`config.mk`:
```
export PLATFORM = sky130hd
export DESIGN_NAME = rtl_id_stage
export DESIGN_NICKNAME = d
export VERILOG_FILES = /design/src/rtl/rtl_id_stage.sv
export SDC_FILE = /design/constraint.sdc
export NUM_CORES = 1
export LEC_CHECK = 0
export BUFFER_PORTS_ARGS = -buffer_cell sky130_fd_sc_hd__buf_2
export CAP_MARGIN = 20
export CORE_AREA = 2 2 145 147
export CTS_BUF_LIST = sky130_fd_sc_hd__clkbuf_8
export CTS_CLUSTER_DIAMETER = 80
export CTS_CLUSTER_SIZE = 20
export DETAILED_ROUTE_END_ITERATION = 8
export DIE_AREA = 0 0 147 149
export PLACE_DENSITY_LB_ADDON = 0.3
export SLEW_MARGIN = 15
export SYNTH_ARGS = -nofsm -noshare
export SYNTH_HDL_FRONTEND = slang
export SYNTH_SLANG_ARGS = --single-unit
```
`constraint.sdc`:
```
create_clock -name clk -period 2.5 [get_ports clk]
set_clock_uncertainty 0.1 [all_clocks]
set_input_delay 0.125 -clock clk [delete_from_list [all_inputs] [get_ports clk]]
set_output_delay 0.125 -clock clk [all_outputs]
set_load 0.05 [all_outputs]
```
`src/rtl/rtl_id_stage.sv`:
```
// rtl_id_stage: decode/operand-fetch into the ID/EX register with load-use/flush handling; `define ID_BYPASS_EN for same-cycle writeback bypass.
`ifndef XLEN
`define XLEN 32
`endif
`ifndef REG_ADDR_W
`define REG_ADDR_W 5
`endif
`ifndef REG_ZERO
`define REG_ZERO {`REG_ADDR_W{1'b0}}
`endif

module rtl_id_stage #(
    parameter int ILEN = 32,
    parameter int PC_W = 32
) (
    input  logic                   clk,
    input  logic                   rst_n,
    input  logic                   if_valid,
    output logic                   if_ready,
    input  logic [ILEN-1:0]        if_instr,
    input  logic [PC_W-1:0]        if_pc,
    output logic [`REG_ADDR_W-1:0] rf_raddr_a,
    output logic [`REG_ADDR_W-1:0] rf_raddr_b,
    input  logic [`XLEN-1:0]       rf_rdata_a,
    input  logic [`XLEN-1:0]       rf_rdata_b,
    input  logic                   wb_we,
    input  logic [`REG_ADDR_W-1:0] wb_waddr,
    input  logic [`XLEN-1:0]       wb_wdata,
    input  logic                   ex_load_pend,
    input  logic [`REG_ADDR_W-1:0] ex_load_rd,
    input  logic                   flush,
    output logic                   ex_valid,
    input  logic                   ex_ready,
    output logic [PC_W-1:0]        ex_pc,
    output logic [ILEN-1:0]        ex_instr,
    output logic [`XLEN-1:0]       ex_rs1_val,
    output logic [`XLEN-1:0]       ex_rs2_val,
    output logic [`REG_ADDR_W-1:0] ex_rd,
    output logic [`XLEN-1:0]       ex_imm,
    output logic [15:0]            dbg_stall_cnt
);
`ifdef ID_BYPASS_EN
    localparam logic BYP = 1'b1;
`else
    localparam logic BYP = 1'b0;
`endif
    logic [`REG_ADDR_W-1:0] rs1, rs2;
    logic load_use, wb_hit_a, wb_hit_b, hazard, can_load, accept;
    logic [`XLEN-1:0] op_a, op_b, imm;
    assign rs1 = if_instr[19:15];
    assign rs2 = if_instr[24:20];
    assign rf_raddr_a = rs1;
    assign rf_raddr_b = rs2;
    assign load_use = if_valid & ex_load_pend & (ex_load_rd != `REG_ZERO) &
                      ((ex_load_rd == rs1) | (ex_load_rd == rs2));
    assign wb_hit_a = wb_we & (wb_waddr != `REG_ZERO) & (wb_waddr == rs1);
    assign wb_hit_b = wb_we & (wb_waddr != `REG_ZERO) & (wb_waddr == rs2);
    // Without the bypass, a same-cycle write to a source stalls one cycle so the RF read sees it.
    assign hazard = load_use | (~BYP & if_valid & (wb_hit_a | wb_hit_b));
    assign can_load = ~ex_valid | ex_ready;
    assign if_ready = can_load & ~hazard & ~flush;
    assign accept = if_valid & if_ready;
    assign op_a = (rs1 == `REG_ZERO) ? '0 : (BYP & wb_hit_a) ? wb_wdata : rf_rdata_a;
    assign op_b = (rs2 == `REG_ZERO) ? '0 : (BYP & wb_hit_b) ? wb_wdata : rf_rdata_b;
    assign imm = {{(`XLEN-12){if_instr[31]}}, if_instr[31:20]};

    always_ff @(posedge clk or negedge rst_n) begin
        if (!rst_n) begin
            ex_valid   <= 1'b0;
            ex_pc      <= '0;
            ex_instr   <= '0;
            ex_rs1_val <= '0;
            ex_rs2_val <= '0;
            ex_rd      <= '0;
            ex_imm     <= '0;
        end else begin
            ex_valid <= flush ? 1'b0 : accept ? 1'b1 : ex_ready ? 1'b0 : ex_valid;
            if (accept) begin
                ex_pc      <= if_pc;
                ex_instr   <= if_instr;
                ex_rs1_val <= op_a;
                ex_rs2_val <= op_b;
                ex_rd      <= if_instr[11:7];
                ex_imm     <= imm;
            end
        end
    end

    always_ff @(posedge clk or negedge rst_n) begin
        if (!rst_n)
            dbg_stall_cnt <= '0;
        else if (if_valid & hazard & ~flush & ~&dbg_stall_cnt)
            dbg_stall_cnt <= dbg_stall_cnt + 16'd1;
    end
endmodule

```
# After elaboration in Yosys (flattened, before gate mapping)
# Index checks and enable logic that the tools add are counted.
dict set report totals {
  ff_bits 162
  input_bits 177
  out_inout_bits 193
  word_cells 45
}
dict set report op_classes {
  n_addsub 1
  n_eq_ne 4
  n_mux 5
  bitwise_logic 20
  reduce_logical 7
}
# cell n
set ops {}
lappend ops {{32-bit 2-to-1 mux} 2}
lappend ops {{5-bit == test} 4}
lappend ops {{16-bit by 1-bit adder with 16-bit output, second input constant} 1}
lappend ops {{16-bit AND reduction} 1}
lappend ops {{1-bit bitwise AND} 13}
lappend ops {{5-bit logical NOT} 2}
lappend ops {{5-bit nonzero test} 2}
lappend ops {{1-bit OR} 4}
lappend ops {{1-bit 2-to-1 mux} 3}
lappend ops {{1-bit inverter} 3}
lappend ops {{3-bit nonzero test} 1}
lappend ops {{1-bit logical NOT} 1}

# Longest topological paths before layout
# Gate-level depths: netlist of the first run.
dict set report logic_depth {
  word_depth 12
  ltp_mapped 9
  ltp_nobuf 6
}

# Least setup slack after synthesis of the first run
# No wires, ideal clock.
dict set report synth_path {
  path_type {input port to output port}
  startpoint {in wb_waddr[1]}
  endpoint {out if_ready}
  t_arrival_ns 2.365
  required_time_ns 2.275
  setup_slack_ns -0.090
  path_stages 5
  n_path_buf 1
  path_cell_list {or4_1 o211ai_1 o22ai_1 clkbuf_1 nor3_1}
}
dict set report synth_via {
  elab_chain_cells 9
  elab_cells_between_ends 12
  cone_classes {eq/ne: 2; bitwise: 9; reduce/logical: 1}
}
# element line_no
set synth_lines {}
lappend synth_lines {{start, declared} 27} ;# input logic [`REG_ADDR_W-1:0] wb_waddr,
lappend synth_lines {{5-bit nonzero test (no line)} --}
lappend synth_lines {{1-bit bitwise AND} {56, 57}}
lappend synth_lines {{1-bit bitwise AND, on equally long branches} {56, 57}}
lappend synth_lines {{1-bit OR *} 59} ;# assign hazard = load_use | (~BYP & if_valid & (wb_hit_a | wb_hit_b));
lappend synth_lines {{1-bit bitwise AND *} 59}
lappend synth_lines {{1-bit OR *} 59}
lappend synth_lines {{1-bit inverter *} 61} ;# assign if_ready = can_load & ~hazard & ~flush;
lappend synth_lines {{1-bit bitwise AND * (2 in a row)} 61}
lappend synth_lines {{end, declared} 19} ;# output logic if_ready,
# Every way passes the cells marked *; elsewhere a longest branch is shown, timed or not.

# Worst setup path in the final report of the first run
dict set report layout_path {
  startpoint {in if_instr[19]}
  endpoint {out if_ready}
}
dict set report layout_via {
  elab_chain_cells 8
  elab_cells_between_ends 11
  cone_classes {eq/ne: 2; bitwise: 9}
}
# element line_no
set layout_lines {}
lappend layout_lines {{start, declared} 20} ;# input logic [ILEN-1:0] if_instr,
lappend layout_lines {{5-bit == test} 56} ;# assign wb_hit_a = wb_we & (wb_waddr != `REG_ZERO) & (wb_waddr == rs1);
lappend layout_lines {{1-bit bitwise AND} 56}
lappend layout_lines {{1-bit OR} 59}
lappend layout_lines {{1-bit bitwise AND} 59}
lappend layout_lines {{1-bit OR *} 59}
lappend layout_lines {{1-bit inverter *} 61}
lappend layout_lines {{1-bit bitwise AND * (2 in a row)} 61}
# Marks and branches as above.

==> impl_results.md, run 1 <==
- Synth area leaders: dfrtp_1 (57%), mux2_2 (11%), nand2_1 (7.8%)
- Setup crit start kind: input pin
- Routed vias/inst: 4.37
- Final hold vios: 0
- Cell area after synthesis: 6320 µm²
- Reg power frac: 35.5%
- Initial antenna violation count: 0
- Die W: 147 µm
- Share of the synthesized area in the top cell type: 57.4%
- Met1 Routed Length: 7.40 mm
- Switching Share: 43.2%
- Net switching power: 3.57 mW
- Layout Nets: 1181
- Io pins: 370
- Initial core utilization: 30.8%
- TritonCTS clock tree: yes
- IO buf count: 337
- ANT nets after route: 0
- Worst Setup End Kind: output pin
- Largest net degree at the start of global routing: 58
- Cell count after synthesis: 574
- Synth area leader: dfrtp_1
- Final setup violation count: 0
- Syn avg cell area: 11.0 µm²
- Period utilization: 96.9%
- Combinational share of power: 40.0%
- Clk pwr share: 24.6%
- Setup TNS Final: 0 ns
- Rel. slew slack: 62.3%
- Drt wl/cell: 14.2 µm
- GRT Util Overall: 16.8%
- Largest stage delay, worst path: 0.52 ns
- DRC: 0
- Register area share after synthesis: 57.4%
- Rows: 53
- Metal2 WL: 9.15 mm
- Core ar.: 20600 µm²
- Die H: 149 µm
- Met3 Wirelength: 1.19 mm
- Final WL: 18.3 mm
- #FFs+latches synth: 145
- CTS Root Cell: clkbuf_8
- Util after Layout: 47.9%
- Worst-Skew Late Latency: 0.44 ns
- Arr. time, crit path: 2.20 ns
- Detail Placement HPWL: 12.5 mm
- First-pass GRT wire length: 29.3 mm
- Slowest cell on crit path: dlygate4sd3_1
- Layout cells sized above 1: 44.9%
- CP max FO: 5
- Cell variety after synth: 30
- Grt total ovfl: 0
- Worst path cell trace: dlygate4sd3_1 > buf_2 > xor2_1 > nor3_1 > a22oi_1 > o22ai_1 > nor3_2 > buf_2
- Most used cell, CP: buf_2
- Die area: 21900 µm²
- Via count: 5637
- Worst hold path type: input pin to asynchronous set/reset pin
- Cell Int Power: 4.69 mW
- Max layer used: met4
- Overall power: 8.27 mW
- GP Congestion: 0.815
- Crit Path Category: input pin to output pin
- Total CTS buffers: 17
- Maximum vdd drop: 0.000345 V
- Clock Sinks: 145
- Clock input transition at the sequential cells of the worst setup and hold paths: 0.09 ns
- # diodes: 0
- Clock Tree Buf Depth: 2
- DR iter-0 viols: 138
- FF-to-FF setup slack: 0.32 ns
- Pwr Density: 839 nW/µm²
- Worst-margin pin slew: 0.566 ns
- Syn_nets: 752
- R2r startpoint: dbg_stall_cnt[6]$_DFFE_PN0P_
- Status: complete, no violations
- Vias in the first global route: 5735
- RSZ-0062 raised after global routing: false
- Area growth syn-to-layout: 55.7%
- Leakage: 5.08 nW
- Fmax: 413 MHz
- DR pass1 iterations: 4
- Max-cap violations: 0
- Final-report max-slew violation count: 0
- Crit path launch: if_instr[19]
- Warning count from the yosys run: 0
- Post-layout minimum cycle time: 2.42 ns
- CP required: 2.28 ns
- Htree depth: 4
## area by class of cell
type                            count  area (µm²)
Fill cell                        1891       10700
Sequential cell                   145        3630
Timing Repair Buffer              486        3210
Multi-Input combinational cell    352        2230
Tap cell                          275         344
Clock buffer                       18         248
Clock inverter                     12         181
Inverter                            1        3.75
## kinds of logic (layout without fill, tap and decap cells)
group,after synthesis,in the layout,synth area share [%]
simple gates,179,179,11.9
xor+xnor,35,35,4.85
compound gates,72,72,6.19
buf+inv,77,517,7.81
fa+ha+maj,1,1,0.198
flops,145,145,57.4
mux,65,65,11.7
## timing repair
| item | CTS | global route |
|---|---|---|
| endpoints found under the setup margin | 0 | 1 |
| buffers inserted | 0 | 0 |
| hold buffers | 131 | 0 |
| endpoints found under the hold margin | 182 | 0 |
| gates resized for setup | 0 | 1 |
## synthesized netlist by cell type
cell type	count
a22oi_1	2
a41oi_2	1
and2_1	2
and3_1	7
and4_1	1
buf_2	11
buf_4	47
buf_6	2
clkbuf_1	16
dfrtp_1	145
ha_1	1
inv_1	1
mux2_2	63
mux2_4	2
nand2_1	132
nand2b_1	1
nand3_1	9
nand3b_1	1
nand4_1	6
nor2_1	9
nor2b_1	1
nor3_1	8
o211ai_1	2
o21ai_0	64
o21ba_2	1
o221ai_1	1
o22ai_1	1
or4_1	2
xnor2_1	15
xor2_1	20
## flip-flops by register name, indices dropped and copies added (netlist names)
signal	count
ex_valid	1
ex_rs2_val	32
dbg_stall_cnt	16
ex_rs1_val	32
ex_pc	32
ex_instr	32
## placed cells by master, fill, tap and decap left out, types with 3 or more instances in the layout
master / count
buf_2: 336
dfrtp_1: 145
nand2_1: 132
dlygate4sd3_1: 131
o21ai_0: 64
mux2_2: 63
xor2_1: 20
clkbuf_8: 18
xnor2_1: 15
buf_4: 12
nor2_1: 9
nand3_1: 9
nor3_1: 7
and3_1: 7
nand4_1: 6
buf_12: 6
bufinv_16: 4
inv_6: 3
## worst max-delay path: cells and delay by family
family,cells,cell delay [ns]
simple gates,2,0.29
buf+inv,3,1.03
compound gates,2,0.56
xor+xnor,1,0.18
## stage by stage
stage               cells  setup WS (ns)  hold slack, ns  area, µm²
global route         1289         0.0290          0.0961       9850
global placement     1128          0.299          0.0459       8100
floorplan             574          0.226          -0.271       6330
CTS                  1289         0.0949          0.0740       9840
finish               1289         0.0768           0.119       9850
detailed placement   1128          0.271          0.0463       8100
## worst paths after layout
| path | endpoint | cells past startpoint |
|---|---|---|
| worst min register to register | ex_rs1_val[26]$_DFFE_PN0P_ | 2 |
| worst min-delay path | dbg_stall_cnt[9]$_DFFE_PN0P_ | 2 |
| min in group clk | dbg_stall_cnt[5]$_DFFE_PN0P_ | 5 |
| worst max register to register | dbg_stall_cnt[12]$_DFFE_PN0P_ | 7 |
| worst max-delay path | if_ready | 8 |
| max in group asynchronous | ex_instr[6]$_DFFE_PN0P_ | 3 |
## layer usage
layer	vias to the layer above	GRT usage (%)
li1	2727	-
met1	2637	19.9
met2	235	28.9
met3	38	4.62
met4	0	7.16
met5	-	0
## power by group through the flow
| stage | clock (mW) | sequential [mW] | combinational (mW) |
|---|---|---|---|
| floorplan | 0 | 4.35 | 1.08 |
| global placement | 0 | 2.96 | 3.14 |
| detailed placement | 0 | 2.97 | 3.15 |
| CTS | 2.12 | 2.93 | 3.31 |
| global route | 2.22 | 2.99 | 3.46 |
| finish | 2.03 | 2.93 | 3.30 |
Power figures use the tool's default switching activity.
==> run 2: changes to the inputs <==
Settings changed: CORE_AREA 2 2 145 147 to 2 2 143 145, DIE_AREA 0 0 147 149 to 0 0 145 147.
Clock period 2.5 ns to 3 ns, I/O delays scaled along.
==> impl_results.md, run 2 (synthesis results as in run 1) <==
- Fmax: 372 MHz
- Rel. slew slack: 46.2%
- R2r startpoint: dbg_stall_cnt[6]$_DFFE_PN0P_
- Via count: 5593
- Vias in the first global route: 5618
- Htree depth: 4
- DR pass1 iterations: 4
- Crit path launch: if_instr[15]
- Max-cap violations: 0
- Core ar.: 19800 µm²
- Pwr Density: 689 nW/µm²
- Pre-CTS setup slack: 0.681 ns
- ANT nets after route: 0
- Layout Nets: 1171
- Util after Layout: 48.7%
- Leakage: 4.98 nW
- Worst Hold Margin: 0.176 ns
- DR iter-0 viols: 181
- Worst hold path type: input pin to asynchronous set/reset pin
- Initial antenna violation count: 1
- Detail Placement HPWL: 12.1 mm
- RSZ-0062 raised after global routing: false
- Setup WS post-layout: 0.308 ns
- Rows: 52
- Die H: 147 µm
- DRC: 0
- First-pass GRT wire length: 29.2 mm
- CTS Root Cell: clkbuf_8
- Period utilization: 89.7%
- Routed vias/inst: 4.38
- Drt wl/cell: 14.4 µm
- Final-report max-slew violation count: 0
- Most frequent cells in the layout: buf_2 (336), dfrtp_1 (145), nand2_1 (132), dlygate4sd3_1 (131), o21ai_0 (64)
- CP required: 2.75 ns
- Largest net degree at the start of global routing: 101
- Total CTS buffers: 17
- Setup TNS Final: 0 ns
- GRT Util Overall: 17.2%
- Area growth syn-to-layout: 52.9%
- Worst Setup End Kind: output pin
- Clock Sinks: 145
- IO buf count: 337
- GP Congestion: 0.829
- Final WL: 18.3 mm
- Initial core utilization: 31.9%
- Setup crit start kind: input pin
- Worst-margin pin slew: 0.808 ns
- Status: complete, no violations
- Final setup violation count: 0
- Die area: 21300 µm²
- Most common cell after layout, fill and taps aside: buf_2
- Layout cells sized above 1: 44.1%
- FF-to-FF setup slack: 0.67 ns
- Post-layout instance area: 9670 µm²
- TritonCTS clock tree: yes
- Placed cell area: 7980 µm²
- Die W: 145 µm
- CP max FO: 11
- Maximum vdd drop: 0.000340 V
- Grt total ovfl: 0
- Post-layout minimum cycle time: 2.69 ns
- Clock input transition at the sequential cells of the worst setup and hold paths: 0.09 ns
- Final hold vios: 0
- Crit Path Category: input pin to output pin
- Clock Tree Buf Depth: 2
- Arr. time, crit path: 2.44 ns
- Io pins: 370
- Worst-Skew Late Latency: 0.43 ns
run 2: routing by layer:
metal	vias up	wire, µm	global-route usage [%]
li1	2707	-	-
met1	2633	7290	19.6
met2	228	9450	30.5
met3	25	1160	4.78
met4	0	424	6.63
met5	-	0	0
run 2: worst max-delay path, cell delays in order:
cell and delay, ns:
dlygate4sd3_1 0.54, buf_2 0.18, xor2_1 0.17, nor3_1 0.18, a22oi_1 0.18, o22ai_1 0.67, nor3_1 0.12, buf_2 0.25
run 2: area by class of cell:
cell class / count / area (µm²)
repair buffers: 476 / 3100
clock inverters: 14 / 131
well taps: 270 / 338
diodes: 1 / 2.50
flip-flops and latches: 145 / 3630
inverters: 1 / 3.75
fillers: 1801 / 10200
multi-input cells: 352 / 2220
clock buffers: 18 / 248
run 2: repair_timing:
action	in CTS	in global routing
gates resized for setup	0	0
setup buffers	0	0
endpoints found under the hold margin	191	0
hold buffers	131	0
run 2: worst paths after layout:
check,end,depth (start not counted)
max in group asynchronous,ex_rs2_val[23]$_DFFE_PN0P_,3
setup reg to reg,dbg_stall_cnt[12]$_DFFE_PN0P_,7
min in group clk,dbg_stall_cnt[11]$_DFFE_PN0P_,5
setup / recovery,if_ready,8
hold / removal,ex_instr[23]$_DFFE_PN0P_,2
hold reg to reg,ex_rs2_val[22]$_DFFE_PN0P_,2
run 2: through the flow:
step           instances  total power [mW]
2_1_floorplan        574              4.53
3_3_place_gp        1113              5.06
3_5_place_dp        1113              5.08
4_1_cts             1276              6.74
5_1_grt             1277              6.98
6_report            1277              6.66
run 2: report_power, final:
| group | internal (mW) | switching [mW] |
|---|---|---|
| clock network | 0.691 | 0.800 |
| logic | 0.697 | 2.02 |
| registers | 2.27 | 0.177 |
==> run 3: changes to the inputs <==
Settings changed: BUFFER_PORTS_ARGS -buffer_cell sky130_fd_sc_hd__buf_2 to -buffer_cell sky130_fd_sc_hd__buf_4.
==> impl_results.md, run 3 (synthesis results as in run 1) <==
- Status: complete, no violations
- Die H: 147 µm
- Arr. time, crit path: 2.38 ns
- Rows: 52
- Rel. slew slack: 49.0%
- Core ar.: 19800 µm²
- IO buf count: 337
- CP max FO: 10
- Crit Path Category: input pin to output pin
- Worst-margin pin slew: 0.764 ns
- Setup TNS Final: 0 ns
- Final-report max-slew violation count: 0
- Total CTS buffers: 17
- Clock Tree Buf Depth: 2
- Crit path launch: if_instr[17]
- Initial core utilization: 31.9%
- CTS Root Cell: clkbuf_8
- Grt total ovfl: 0
- Die W: 145 µm
- First-pass GRT wire length: 30.8 mm
- Worst r2r path cells: 7
- Register area: 3630 µm²
- Io pins: 370
- Leakage: 5.26 nW
- Min-delay src: if_valid
- Levels on crit path: 8
- CP required: 2.75 ns
- DR pass1 iterations: 4
- Worst-Skew Late Latency: 0.43 ns
- Detail Placement HPWL: 12.8 mm
- Largest stage delay, worst path: 0.63 ns
- WP buf/inv: 3
- Period utilization: 87.8%
- GP Congestion: 0.792
- Final WL: 19.1 mm
- Max-cap violations: 0
- Most common cell after layout, fill and taps aside: buf_4
- Routed vias/inst: 4.41
- Worst Setup End Kind: output pin
- Vias in the first global route: 5941
- Util after Layout: 53.1%
- Final setup violation count: 0
- ANT nets after route: 0
- Fmax: 380 MHz
- DRC: 0
- Slowest cell on crit path: o22ai_1
- RSZ-0062 raised after global routing: false
- DR iter-0 viols: 171
- Die area: 21300 µm²
- Setup crit end: if_ready
- RR Endpoint: dbg_stall_cnt[10]$_DFFE_PN0P_
- TritonCTS clock tree: yes
- Largest net degree at the start of global routing: 100
- Setup crit start kind: input pin
- Fillers: 1728
- Layout Nets: 1171
- Htree depth: 4
- Initial antenna violation count: 0
- Pwr Density: 676 nW/µm²
- Final hold vios: 0
- Clock input transition at the sequential cells of the worst setup and hold paths: 0.09 ns
- Clock Sinks: 145
- Area growth syn-to-layout: 66.6%
- Worst hold path type: input pin to flop
- Top Family by Delay on Critical Path: buffers and inverters
- R2r startpoint: dbg_stall_cnt[6]$_DFFE_PN0P_
- Worst path cell trace: dlygate4sd3_1 > buf_4 > xor2_1 > nor3_1 > a22oi_1 > o22ai_1 > nor3_1 > buf_4
- Layout cells sized above 1: 44.1%
- Drt wl/cell: 15.0 µm
- # diodes: 0
- Area of the multi-input gates: 2220 µm²
- FF-to-FF setup slack: 0.68 ns
- Most frequent cells in the layout: buf_4 (341), dfrtp_1 (145), nand2_1 (132), dlygate4sd3_1 (131), o21ai_0 (64)
- GRT Util Overall: 18.0%
- Post-layout minimum cycle time: 2.63 ns
- Maximum vdd drop: 0.000454 V
- Via count: 5619
==> run 3: power by group <==
part,total [mW],switching (mW),internal [mW]
clock,1.60,0.760,0.844
sequential,2.47,0.198,2.27
combinational,3.05,2.05,0.999
total,7.12,3.01,4.12
==> run 3: worst min path at each step <==
stage | cells past startpoint | slack, ns | to
3_5_place_dp | 1 | 0.11 | dbg_stall_cnt[3]$_DFFE_PN0P_
6_report | 5 | 0.16 | dbg_stall_cnt[8]$_DFFE_PN0P_
5_1_grt | 5 | 0.18 | dbg_stall_cnt[6]$_DFFE_PN0P_
2_1_floorplan | 0 | -0.25 | dbg_stall_cnt[0]$_DFFE_PN0P_
4_1_cts | 5 | 0.13 | dbg_stall_cnt[8]$_DFFE_PN0P_
3_3_place_gp | 1 | 0.11 | dbg_stall_cnt[3]$_DFFE_PN0P_
==> run 3: area by class of cell <==
cell class / count / area share (%)
sequential: 145 / 34.4
clock inverter: 13 / 1.52
timing repair buffer: 476 / 37.4
clock buffer: 18 / 2.35
inverter: 1 / 0.0356
multi-input combinational: 352 / 21.1
tap: 270 / 3.21
==> run 3: metal layers <==
layer	global-route usage (%)	vias up	wire, µm
met4	7.67	0	586
li1	-	2703	-
met5	0	-	0
met1	20.7	2625	7570
met2	31.4	252	9600
met3	5.28	39	1330
==> run 3: what timing repair did <==
item,4_1_cts,5_1_grt
gates resized for setup,0,0
endpoints found under the hold margin,190,0
hold buffers,131,0
setup buffers,0,0
==> run 3: stage by stage <==
step                power, mW  instance area (µm²)  instances  setup slack, ns  hold slack (ns)
global route             7.44                10500       1275            0.180            0.179
CTS                      7.21                10500       1275            0.381            0.133
floorplan                4.53                 6320        574            0.360           -0.246
detailed placement       5.42                 8820       1113            0.705            0.112
finish                   7.12                10500       1275            0.367            0.163
global placement         5.39                 8820       1113            0.752            0.107
==> run 3: worst reg2reg max path, cell delays in order, from the launching register on <==
cell	delay (ns)
dfrtp_1	0.45
and4_1	0.26
and3_1	0.21
and3_1	0.23
a41oi_2	0.43
buf_4	0.23
nand4_1	0.11
xnor2_1	0.17
